===== config.mk =====
export PLATFORM = sky130hd
export DESIGN_NAME = load_store_unit
export DESIGN_NICKNAME = d
export VERILOG_FILES = /design/src/rtl/load_store_unit.sv
export SDC_FILE = /design/constraint.sdc
export NUM_CORES = 1
export LEC_CHECK = 0
export ABC_AREA = 1
export CAP_MARGIN = 0
export CORE_ASPECT_RATIO = 0.7
export CORE_UTILIZATION = 70
export CTS_BUF_LIST = sky130_fd_sc_hd__clkbuf_4 sky130_fd_sc_hd__clkbuf_8
export CTS_CLUSTER_DIAMETER = 80
export DETAILED_ROUTE_END_ITERATION = 7
export DONT_BUFFER_PORTS = 1
export PLACE_DENSITY = 0.94
export SETUP_SLACK_MARGIN = 0.3
export SLEW_MARGIN = 40
export SYNTH_ARGS = -nofsm -noshare
export SYNTH_HDL_FRONTEND = slang
export SYNTH_SLANG_ARGS = --single-unit

===== constraint.sdc =====
create_clock -name clk_i -period 2.2 [get_ports clk_i]
set_input_delay 0.22 -clock clk_i [delete_from_list [all_inputs] [get_ports clk_i]]
set_output_delay 0.22 -clock clk_i [all_outputs]
set_load 0.01 [all_outputs]

===== src/rtl/load_store_unit.sv =====
// rtl/load_store_unit.sv - RISC-V style load/store unit bridging the core to a word-wide memory port
//
// Purpose: accepts one load or store from the core, checks size and alignment,
// drives a word-aligned memory request with byte enables and replicated write
// data, extracts and extends load data, and optionally aborts on a memory
// timeout.
//
// Ports:
//   clk_i, rst_i           clock, synchronous active-high reset
//   core_req_i/we_i        access request and store select
//   core_size_i            funct3 size code (B, H, W, BU, HU)
//   core_addr_i/wd_i       byte address and store data
//   core_rd_o              extended load data, held until the next completed load
//   core_stall_o           core must hold its pipeline and inputs
//   core_err_o             one-cycle pulse on misaligned/illegal access or timeout
//   mem_req_o/we_o         memory request and write enable
//   mem_be_o               byte enables
//   mem_addr_o/wd_o        word address and replicated write data
//   mem_rd_i, mem_ready_i  memory read word and completion strobe

module load_store_unit #(
  parameter int TIMEOUT = 0
) (
  input  logic        clk_i,
  input  logic        rst_i,
  input  logic        core_req_i,
  input  logic        core_we_i,
  input  logic [2:0]  core_size_i,
  input  logic [31:0] core_addr_i,
  input  logic [31:0] core_wd_i,
  output logic [31:0] core_rd_o,
  output logic        core_stall_o,
  output logic        core_err_o,
  output logic        mem_req_o,
  output logic        mem_we_o,
  output logic [3:0]  mem_be_o,
  output logic [31:0] mem_addr_o,
  output logic [31:0] mem_wd_o,
  input  logic [31:0] mem_rd_i,
  input  logic        mem_ready_i
);

  localparam int CW = $clog2(TIMEOUT + 2);
  // Counter value seen in the last BUSY cycle allowed before the abort.
  localparam logic [CW-1:0] TO_LAST = CW'((TIMEOUT > 0) ? TIMEOUT - 1 : 0);

  typedef enum logic [1:0] {IDLE, BUSY, DONE} state_t;

  state_t        state, state_nx;
  logic [31:0]   addr_q, wd_q;
  logic          we_q;
  logic [2:0]    size_q;
  logic [CW-1:0] cnt;
  logic          bad_req, err_nx, capture;
  logic [31:0]   shifted, load_data;

  // Misaligned or illegal size on the incoming request.
  always_comb begin
    bad_req = 1'b0;
    case (core_size_i)
      3'd0, 3'd4: bad_req = 1'b0;
      3'd1, 3'd5: bad_req = core_addr_i[0];
      3'd2:       bad_req = |core_addr_i[1:0];
      default:    bad_req = 1'b1;
    endcase
  end

  always_ff @(posedge clk_i) begin
    if (rst_i) state <= IDLE;
    else       state <= state_nx;
  end

  always_comb begin
    state_nx     = state;
    err_nx       = 1'b0;
    capture      = 1'b0;
    core_stall_o = 1'b0;
    mem_req_o    = 1'b0;
    mem_we_o     = 1'b0;
    case (state)
      IDLE: begin
        core_stall_o = core_req_i;
        if (core_req_i) begin
          if (bad_req) begin
            state_nx = DONE;
            err_nx   = 1'b1;
          end else begin
            state_nx = BUSY;
          end
        end
      end
      BUSY: begin
        core_stall_o = 1'b1;
        mem_req_o    = 1'b1;
        mem_we_o     = we_q;
        // Ready takes priority over a timeout firing in the same cycle.
        if (mem_ready_i) begin
          state_nx = DONE;
          capture  = ~we_q;
        end else if ((TIMEOUT > 0) && (cnt == TO_LAST)) begin
          state_nx = DONE;
          err_nx   = 1'b1;
        end
      end
      DONE:    state_nx = IDLE;
      default: state_nx = IDLE;
    endcase
  end

  always_ff @(posedge clk_i) begin
    if (rst_i) begin
      addr_q     <= '0;
      wd_q       <= '0;
      we_q       <= 1'b0;
      size_q     <= '0;
      cnt        <= '0;
      core_rd_o  <= '0;
      core_err_o <= 1'b0;
    end else begin
      core_err_o <= err_nx;
      if (state == IDLE && core_req_i) begin
        addr_q <= core_addr_i;
        wd_q   <= core_wd_i;
        we_q   <= core_we_i;
        size_q <= core_size_i;
        cnt    <= '0;
      end else if (state == BUSY && !mem_ready_i) begin
        cnt <= cnt + 1'b1;
      end
      if (capture) core_rd_o <= load_data;
    end
  end

  // Bring the addressed byte/half down to bit 0, then extend.
  always_comb begin
    shifted = mem_rd_i >> {addr_q[1:0], 3'b000};
    case (size_q)
      3'd0:    load_data = {{24{shifted[7]}}, shifted[7:0]};
      3'd1:    load_data = {{16{shifted[15]}}, shifted[15:0]};
      3'd4:    load_data = {24'b0, shifted[7:0]};
      3'd5:    load_data = {16'b0, shifted[15:0]};
      default: load_data = mem_rd_i;
    endcase
  end

  assign mem_addr_o = {addr_q[31:2], 2'b00};

  always_comb begin
    mem_be_o = 4'b1111;
    mem_wd_o = wd_q;
    case (size_q)
      3'd0, 3'd4: begin
        mem_be_o = 4'b0001 << addr_q[1:0];
        mem_wd_o = {4{wd_q[7:0]}};
      end
      3'd1, 3'd5: begin
        mem_be_o = 4'b0011 << addr_q[1:0];
        mem_wd_o = {2{wd_q[15:0]}};
      end
      default: begin
        mem_be_o = 4'b1111;
        mem_wd_o = wd_q;
      end
    endcase
  end

endmodule


# Yosys cells after proc, flatten, opt, wreduce, memory -nomap -nowiden
# Cells that the tools add are included.
# Widths: inputs -> output; s select.
[word_totals] regBits=103 inputBits=104 word_cells=48
[op_classes] n_eq_ne=10 shifts=3 muxes=14 n_bitwise=3 n_reduce_logical=11
[ops] operator="$pmux 32 s4" count=1
[ops] operator="$pmux 32 s2" count=1
[ops] operator="$shr 32x5->16" count=1
[ops] operator="$eq 3x3->1 const B" count=4
[ops] operator="$reduce_or 2->1" count=5
[ops] operator="$pmux 4 s2" count=1
[ops] operator="$eq 3x1->1 const B" count=2
[ops] operator="$logic_not 3->1" count=2
[ops] operator="$mux 2" count=3
[ops] operator="$mux 1" count=5
[ops] operator="$ne 2x2->1 const B" count=2
[ops] operator="$pmux 2 s2" count=1
[ops] operator="$shl 1x2->4 const A" count=1
[ops] operator="$shl 2x2->4 const A" count=1
[ops] operator="$eq 3x2->1 const B" count=1
[ops] operator="$not 1->1" count=3
[ops] operator="$pmux 1 s3" count=1
[ops] operator="$reduce_or 3->1" count=1
[ops] operator="$eq 2x1->1 const B" count=1
[ops] operator="$logic_not 2->1" count=1
[ops] operator="$pmux 1 s2" count=1
[ops] operator="$reduce_and 2->1" count=1
[ops] operator="$logic_and 1x1->1" count=1

# Logic depth before layout (Yosys ltp)
# Gate-level depths: netlist of run 1.
[depth] word_depth=6 ltp_mapped=11 depth_no_buf=10

# Worst setup path after synthesis of run 1
# OpenSTA, ideal clock, no wires.
[synth_timing] path_kind="register to output" start="register size_q[1]" end="output port mem_wd_o[10]" t_arrival_ps=1119 slack_ps=861 path_stages_with_launch=7 path_buffers=2 cell_sequence="dfxtp_1 -> buf_6 -> inv_4 -> nand2_2 -> inv_1 -> buf_2 -> o21ai_0"
[synth_between] elab_chain_cells=3
[synth_lines] item="start, declared" line="52" text="logic [2:0] size_q;"
[synth_lines] item="start signal, assigned" line="125" text="size_q <= core_size_i;"
[synth_lines] item="$eq 3x1->1, or another cell as far along" line="151" text="case (size_q)"
[synth_lines] item="$reduce_or 2->1" line="151"
[synth_lines] item="$pmux 32 s2 *" line="151"
[synth_lines] item="end, declared" line="38" text="output logic [31:0] mem_wd_o,"
# Every way passes the cells marked *; elsewhere a longest branch is shown, timed or not.

# Final worst setup path of run 1
[layout_timing] start="register size_q[1]" end="output port mem_be_o[3]"
[layout_between] elab_chain_cells=3
[layout_lines] item="$eq 3x1->1, or another cell as far along" line="151"
[layout_lines] item="$reduce_or 2->1" line="151"
[layout_lines] item="$pmux 4 s2 *" line="151"
[layout_lines] item="end, declared" line="36" text="output logic [3:0] mem_be_o,"
# Marks and branches as above.

==> results.toml, run 1 <==
[worst_setup_path]
path_max_fanout = 33
setup.worst_path.start_class = "flip-flop"
data_arrival_time_of_the_critical_path_ns = 1.58
required_ns = 1.98
cp-end-kind = "primary output"
regToRegStartpoint = "state[0]$_SDFFE_PP0P_"
worst-setup-path-type = "reg2out"
worst_setup_path_startpoint = "size_q[1]$_SDFFE_PP0P_"

[global_routing]
initial_antenna_violation_count = 0
grt_start_max_net_pins = 65
grt_overflow = 0
global_route_wire_length_before_repair_microns = 18370
gr-usage-all-layers_pct = 31.87
vias_in_the_first_global_route = 3920

[clock_tree]
cts.htree.levels = 3
clk_pin_slew_ns = 0.10
clock-sinks = 103
tritoncts = "yes"
cts_inserted_buffers = 9
clock_insertion_delay_worst_skew_ns = 0.35
clock_tree.buffer_depth = 2
cts_root_buffer = "clkbuf_8"

[sta]
timing_hold_violations_final = 0
setup_violations = 0
fin_crit_sh_pct = 81.82
timing.final.ws_setup_ns = 0.4000
grt_setup_unrepaired = "true"
max_slew_vio_count = 0
maxSlewHeadroom_pct = 62.99
final.setup_skew_ns = 0.01385
fmaxAchievable_mhz = 555.5
final.min_clock_period_ns = 1.800
tightest_slew_ns = 0.5551
fin_hold_ws_ns = 0.01963
setup_tns_ns = 0

[synthesis]
synth_ff_type = "dfxtp_1"
synth_edf_count = 0
postSynthRegisterBits = 103
synth-seq-area-share_pct = 41.40
synth_top_area_cell = "dfxtp_1"
syn_inst = 738
post-synth-top-count-cell = "nor2_1"
syn-mean-instance-area_sq_um = 6.749
yosys.area.top_type_share_pct = 41.40
synthesis.area_sq_um = 4981
netlist_top_cells_area = "dfxtp_1 (41%), nor2_1 (11%), nand2_1 (11%)"
yosys.cell_types.count = 28
ys.warnings.count = 0
yosys-top-cells-count = "nor2_1 (151), nand2_1 (146), o21ai_0 (106)"
synth_async_sr_flop_share_pct = 0

[power]
peakVddDrop_mv = 0.5505
pwr-share-clk_pct = 28.1
power.switching_fraction_pct = 33.27
power_density_over_cell_area_nw_per_um2 = 824.3
total_switching_power_mw = 1.361
pwr-share-seq_pct = 52.9
p_leak_nw = 2.181
combPwrFrac_pct = 19.0
power_report.internal_total_mw = 2.731

[floorplan]
rows = 25
die-width_microns = 102.8
io_pins = 208
core_area_sq_um = 6819
die_area_sq_um = 7463
floorplan.initialDensity_pct = 73.05
chipHeight_microns = 72.58

[run]
maxCapViolCount = 0

[drt]
drt_first_pass_iters = 7
drc = 0
post_drt_wl_per_cell_microns = 15.76
postRouteAntennaNets = 0
vias_per_cell = 5.812
dr.first_iter.drc_count = 585
detailroute.via_count = 4533
totalWireLength_microns = 12300

[cells_and_area]
antenna_cells_inserted = 0
multi_input_comb_area_sq_um = 2265
layout-area-overhead-vs-synth_pct = -0.3266
layout.filler_cells = 555
post_layout_utilization_of_the_core_pct = 72.81
design_area_sq_um = 4965
final_stage_net_count = 785
final_layout_size_suffix_gt1_share_pct = 8.892
seq_area_sq_um = 2068

[place]
buffer_ports.inserted = 0
place_area_sq_um = 4716
gpl.final_weighted_congestion = 1.002
place_ws_ns = 0.4853
dp.final_hpwl_microns = 8680

[hold_path]
worstHoldPathType = "in2reg"
hold_startpoint = "rst_i"

[outcome]
outcome = "completed"
metal layers:
metal,vias up,wire length (microns),track usage (%)
met5,-,0,0
met4,0,512,12.83
met3,68,1563,11.97
met2,337,5323,48.59
met1,1940,4897,40.91
li1,2188,-,-
registers in the layout (all words and copies together), names as in the netlist:
signal,cells
we_q,1
state,2
core_err_o,1
addr_q,32
size_q,3
core_rd_o,32
wd_q,32
power groups by stage:
stage,registers [mW],logic (mW),clock network (mW)
final,2.17,0.777,1.15
after global placement,2.20,0.711,0
after global routing,2.19,0.873,1.26
after floorplan,2.12,0.742,0
after detailed placement,2.20,0.742,0
after CTS,2.16,0.755,1.18
cell type report:
| type | instances | share of cell area, % |
|---|---|---|
| flip-flops and latches | 103 | 41.66 |
| inverters | 42 | 3.352 |
| repair inverters | 1 | 0.1512 |
| clock buffers | 10 | 2.772 |
| multi-input cells | 507 | 45.61 |
| repair buffers | 17 | 2.873 |
| clock inverters | 6 | 1.210 |
| well taps | 94 | 2.369 |
placed cells by master (no fill, tap or decap), types with 2 or more instances in the layout:
cell type and n:
nor2_1 150, nand2_1 144, o21ai_0 104, dfxtp_1 100, inv_1 36, a21oi_1 29, nand3_1 24, o21ai_1 21
buf_4 15, clkbuf_8 10, o211ai_1 8, or2_2 8, nand2_2 4, inv_2 3, clkinv_4 3, inv_8 3
clkinvlp_4 2, nand2_4 2, conb_1 2, dfxtp_2 2
per-stage QoR:
stage,power (mW),cells
after CTS,4.094,780
after floorplan,2.867,739
after global placement,2.910,762
final,4.093,780
after detailed placement,2.946,762
after global routing,4.323,780
cell families (layout without fill, tap and decap cells):
group                  after synthesis  in the layout  share of synthesized area (%)
other                                1              2                        0.07529
AOI/OAI and AO/OA                  166            166                          17.28
and+or+nand+nor                    339            339                          27.51
DFF                                103            103                          41.40
buffers and inverters              129             76                          13.74
what timing repair did:
action	in CTS	in global routing
hold buffers	1	0
setup endpoints to repair	19	15
cloned	1	0
gates resized for setup	6	8
endpoints found under the hold margin	2	0
buffers inserted	0	0
pin swaps	0	0
final timing paths:
path	end	slack (ns)	cells past startpoint
worst max-delay path	mem_be_o[3]	0.40	5
worst min-delay path	core_rd_o[26]$_SDFFE_PP0P_	0.02	3
worst max register to register	wd_q[3]$_SDFFE_PP0P_	0.56	6
worst min register to register	wd_q[13]$_SDFFE_PP0P_	0.49	2
worst max-delay path: stages, from the launching register on:
cell	delay, ns
dfxtp_2	0.35
inv_6	0.21
nand2_2	0.23
inv_1	0.13
nor2_1	0.06
o21ai_1	0.24
(Power assumes the default switching activity.)
==> run 2: changes to the inputs <==
Settings changed: CORE_UTILIZATION 70 to 59, PLACE_DENSITY 0.94 to 0.86.
Clock period 2.2 ns to 1.6 ns, I/O delays scaled along.
==> results.toml, run 2 (synthesized netlist as in run 1, its figures left out) <==
[outcome]
outcome = "complete, but fails checks"
violations = "design-rule violations, negative setup slack"

[drt]
vias_per_cell = 6.205
totalWireLength_microns = 19170
detailroute.via_count = 5690
post_drt_wl_per_cell_microns = 20.91
dr.first_iter.drc_count = 757
drt_first_pass_iters = 8
drc = 15
postRouteAntennaNets = 0

[cells_and_area]
design_area_sq_um = 6982
final_stage_net_count = 915
layout.filler_cells = 407
biggestRegsByFlops = "addr_q (32), core_rd_o (32), wd_q (32)"
post_layout_utilization_of_the_core_pct = 87.20
layout.cells.most_common = "nor2_1"
antenna_cells_inserted = 0
layout-area-overhead-vs-synth_pct = 40.17
final_layout_size_suffix_gt1_share_pct = 27.33
layout.cells.most_common_list = "nor2_1 (146), dfxtp_1 (97), nand2_1 (94)"
final_cell_count_no_fill = 917

[worst_setup_path]
slowest_stage = "dfxtp_4"
path_max_fanout = 8
setup.worst_path.start_class = "flip-flop"
cp-end-kind = "primary output"
cpLargestDelayFamily = "buffers and inverters"
worst-setup-path-type = "reg2out"
required_ns = 1.44
critPathBufInv = 3
worstPathCellList = "inv_4, nand2_8, clkinvlp_4, o21ai_1, buf_4"
data_arrival_time_of_the_critical_path_ns = 1.49
cpPeakStageDelay_ns = 0.38

[clock_tree]
cts_inserted_buffers = 9
clock_tree.buffer_depth = 2
clock_insertion_delay_worst_skew_ns = 0.39
tritoncts = "yes"
cts.htree.levels = 3
clk_pin_slew_ns = 0.09
clock-sinks = 103
cts_root_buffer = "clkbuf_8"

[floorplan]
chipHeight_microns = 78.88
core_area_sq_um = 8006
die-width_microns = 111.8
die_area_sq_um = 8820
io_pins = 208
rows = 27
floorplan.initialDensity_pct = 62.21

[sta]
tightest_slew_ns = 0.8201
fmaxAchievable_mhz = 607.3
fin_hold_ws_ns = 0.02341
fin_crit_sh_pct = 102.9
grt_setup_unrepaired = "true"
setup_tns_ns = -0.1769
maxSlewHeadroom_pct = 45.23
final.min_clock_period_ns = 1.647
timing.final.ws_setup_ns = -0.04666
timing_hold_violations_final = 0
max_slew_vio_count = 0
final.setup_skew_ns = 0.01293
setup_violations = 6

[global_routing]
grt_start_max_net_pins = 80
global_route_wire_length_before_repair_microns = 25440
grt_overflow = 0
initial_antenna_violation_count = 0
gr-usage-all-layers_pct = 37.07
vias_in_the_first_global_route = 4992

[hold_path]
worstHoldPathType = "in2reg"

[power]
peakVddDrop_mv = 0.7566
power_mw = 6.669
p_leak_nw = 2.981
power_density_over_cell_area_nw_per_um2 = 955.1

[place]
placed_cells = 779
buffer_ports.inserted = 0
gpl.final_weighted_congestion = 0.9243
dp.final_hpwl_microns = 9296
place_ws_ns = 0.1017
place_area_sq_um = 4825

[run]
maxCapViolCount = 0
==> run 2: routing by layer <==
layer / GRT usage [%] / wire [microns]
met5: 0 / 0
met4: 18.51 / 1103
met3: 11.76 / 2471
met2: 62.05 / 8910
met1: 43.21 / 6688
==> run 2: final cells by class <==
cell class,instances,area [sq um],share of cell area [%]
clock buffers,10,137.6,1.971
repair inverters,1,7.507,0.1075
multi-input cells,509,2846,40.77
repair buffers,145,1543,22.10
clock inverters,6,58.81,0.8423
inverters,42,187.7,2.688
well taps,101,126.4,1.810
flip-flops and latches,103,2074,29.71
==> run 2: path summary, 6_finish.rpt <==
path / start / to / slack, ns / cells past startpoint
worst min-delay path: mem_rd_i[26] / core_rd_o[26]$_SDFFE_PP0P_ / 0.02 / 4
worst max-delay path: size_q[0]$_SDFFE_PP0P_ / mem_wd_o[9] / -0.05 / 5
worst max register to register: addr_q[0]$_SDFFE_PP0P_ / core_rd_o[9]$_SDFFE_PP0P_ / 0.07 / 12
worst min register to register: wd_q[13]$_SDFFE_PP0P_ / wd_q[13]$_SDFFE_PP0P_ / 0.49 / 2
==> run 2: what timing repair did <==
item | 4_1_cts | 5_1_grt
hold endpoints to repair | 96 | 0
pin swaps | 24 | 48
cloned | 4 | 4
setup buffers | 16 | 12
endpoints found under the setup margin | 59 | 131
hold buffers | 86 | 0
gates resized for setup | 103 | 123
==> run 2: worst reg2reg max path, cell delays in order (launching register included) <==
cell and delay (ns):
dfxtp_2 0.37, buf_6 0.15, buf_6 0.11, nor2_4 0.04, buf_6 0.14, nand2_2 0.06, nand2_1 0.09, nand2_1 0.09
nand2_1 0.06, inv_1 0.05, nand4_1 0.13, nand2_1 0.10, inv_1 0.04
==> run 2: power breakdown <==
part	switching (mW)	internal, mW	leakage [nW]	total (mW)
Clock	0.919	0.762	0.106	1.68
Sequential	0.220	2.77	0.851	2.99
Combinational	1.18	0.819	2.02	2.00
Total	2.32	4.35	2.98	6.67
==> run 3: changes to the inputs <==
Settings changed: SKIP_LAST_GASP from default to 1.
==> results.toml, run 3 (synthesized netlist as in run 1, its figures left out) <==
[outcome]
outcome = "complete, but fails checks"
violations = "design-rule violations, negative setup slack"

[cells_and_area]
layout.cells.most_common = "nor2_1"
layout-area-overhead-vs-synth_pct = 39.56
final_stage_net_count = 918
design_area_sq_um = 6952
layout.filler_cells = 424
layout.cells.most_common_list = "nor2_1 (142), nand2_1 (101), dfxtp_1 (97)"
final_layout_size_suffix_gt1_share_pct = 26.74
biggestRegsByFlops = "addr_q (32), core_rd_o (32), wd_q (32)"
antenna_cells_inserted = 0

[clock_tree]
clock_tree.buffer_depth = 2
cts_inserted_buffers = 9
clock_insertion_delay_worst_skew_ns = 0.38
clk_pin_slew_ns = 0.09
cts_root_buffer = "clkbuf_8"
tritoncts = "yes"
cts.htree.levels = 3
clock-sinks = 103

[worst_setup_path]
path_max_fanout = 4
worst_setup_path_startpoint = "size_q[0]$_SDFFE_PP0P_"
r2r.worst_path.cells = 10
required_ns = 1.44
cp-end-kind = "primary output"
worst-setup-path-type = "reg2out"
slowest_stage = "dfxtp_4"
crit_end = "mem_be_o[2]"
regToRegStartpoint = "addr_q[0]$_SDFFE_PP0P_"
data_arrival_time_of_the_critical_path_ns = 1.53
cpPeakStageDelay_ns = 0.37
worstPathCellList = "buf_4, nand2_4, buf_6, buf_6, nor2_4, nor2_1, nand2_1"
worst_path_most_repeated_cell = "buf_6"
setup.worst_path.start_class = "flip-flop"
reg2reg_to = "core_rd_o[19]$_SDFFE_PP0P_"
reg2reg_setup_slack_ns = 0.07

[sta]
timing.final.ws_setup_ns = -0.09132
final.min_clock_period_ns = 1.691
final.setup_skew_ns = 0.01471
max_slew_vio_count = 0
maxSlewHeadroom_pct = 64.10
tightest_slew_ns = 0.5339
timing_hold_violations_final = 0
fin_crit_sh_pct = 105.7
setup_violations = 19
fmaxAchievable_mhz = 591.3
grt_setup_unrepaired = "true"

[drt]
detailroute.via_count = 5741
totalWireLength_microns = 19440
vias_per_cell = 6.240
post_drt_wl_per_cell_microns = 21.13
drc = 14
drt_first_pass_iters = 8
postRouteAntennaNets = 0
dr.first_iter.drc_count = 729

[place]
dp.final_hpwl_microns = 9296
place_ws_ns = 0.1017
buffer_ports.inserted = 0
place_area_sq_um = 4825
gpl.final_weighted_congestion = 0.9243

[floorplan]
rows = 27
core_area_sq_um = 8006
die-width_microns = 111.8
floorplan.initialDensity_pct = 62.21
die_area_sq_um = 8820
chipHeight_microns = 78.88
io_pins = 208

[global_routing]
grt_overflow = 0
global_route_wire_length_before_repair_microns = 25760
initial_antenna_violation_count = 0
grt_start_max_net_pins = 80
vias_in_the_first_global_route = 5075
gr-usage-all-layers_pct = 37.56

[power]
power_report.internal_total_mw = 4.325
pwr-share-clk_pct = 25.3
total_switching_power_mw = 2.274
power_density_over_cell_area_nw_per_um2 = 949.2
combPwrFrac_pct = 29.4
p_leak_nw = 2.996
pwr-share-seq_pct = 45.3
power_mw = 6.599
peakVddDrop_mv = 0.7203
power.switching_fraction_pct = 34.46

[run]
maxCapViolCount = 0

[hold_path]
worstHoldPathType = "in2reg"
-- run 3: area by class of cell --
| type | instances | area, sq um | area share (%) |
|---|---|---|---|
| Clock buffer | 10 | 137.6 | 1.980 |
| Timing Repair Buffer | 148 | 1582 | 22.75 |
| Clock inverter | 6 | 58.81 | 0.8459 |
| Multi-Input combinational cell | 509 | 2790 | 40.14 |
| Inverter | 42 | 175.2 | 2.520 |
| Sequential cell | 103 | 2074 | 29.84 |
| Timing Repair inverter | 1 | 7.507 | 0.1080 |
| Tap cell | 101 | 126.4 | 1.818 |
-- run 3: worst max-delay path: cells and delay by family, from the launching register on --
kind                   cells  cell delay [ns]
AND/OR/NAND/NOR            4             0.43
buffers and inverters      3             0.35
flip-flops                 1             0.37
-- run 3: timing repair --
action                                  4_1_cts  5_1_grt
gates resized for setup                      87      135
hold endpoints to repair                     96        0
gates cloned                                  4        6
hold buffers                                 87        0
buffers inserted                             16       12
endpoints found under the setup margin       59      132
pin swaps                                    20       42
-- run 3: worst min path at each step --
stage | slack [ns] | depth (start not counted) | from | endpoint
2_1_floorplan | 0.32 | 2 | mem_rd_i[7] | core_rd_o[7]$_SDFFE_PP0P_
6_report | 0.02 | 4 | mem_rd_i[26] | core_rd_o[26]$_SDFFE_PP0P_
5_1_grt | 0.03 | 3 | mem_ready_i | state[0]$_SDFFE_PP0P_
3_5_place_dp | 0.24 | 1 | rst_i | state[0]$_SDFFE_PP0P_
3_3_place_gp | 0.23 | 1 | rst_i | state[0]$_SDFFE_PP0P_
4_1_cts | 0.001 | 4 | mem_rd_i[29] | core_rd_o[29]$_SDFFE_PP0P_
-- run 3: power groups by stage --
stage | clock (mW) | sequential (mW) | combinational, mW
2_1_floorplan | 0 | 2.92 | 1.02
3_3_place_gp | 0 | 3.01 | 1.06
3_5_place_dp | 0 | 3.02 | 1.09
4_1_cts | 1.68 | 2.97 | 1.53
5_1_grt | 1.77 | 3.00 | 2.06
6_report | 1.67 | 2.99 | 1.94
-- run 3: routing by layer --
layer	GRT usage [%]	up-vias	part of all wire [%]
li1	-	2464	-
met1	43.69	2604	35
met2	63.23	529	45
met3	11.68	144	13
met4	18.65	0	6.2
met5	0	-	0
-- run 3: stage by stage --
stage          TNS [ns]  instances  hold slack, ns  utilization [%]
2_1_floorplan         0        739          0.3240                -
3_3_place_gp          0        779          0.2335            60.26
3_5_place_dp          0        779          0.2394            60.26
4_1_cts         -0.1224        902        0.001371            79.04
5_1_grt          -1.470        920         0.02790            86.83
6_report        -0.5446        920         0.01895            86.83
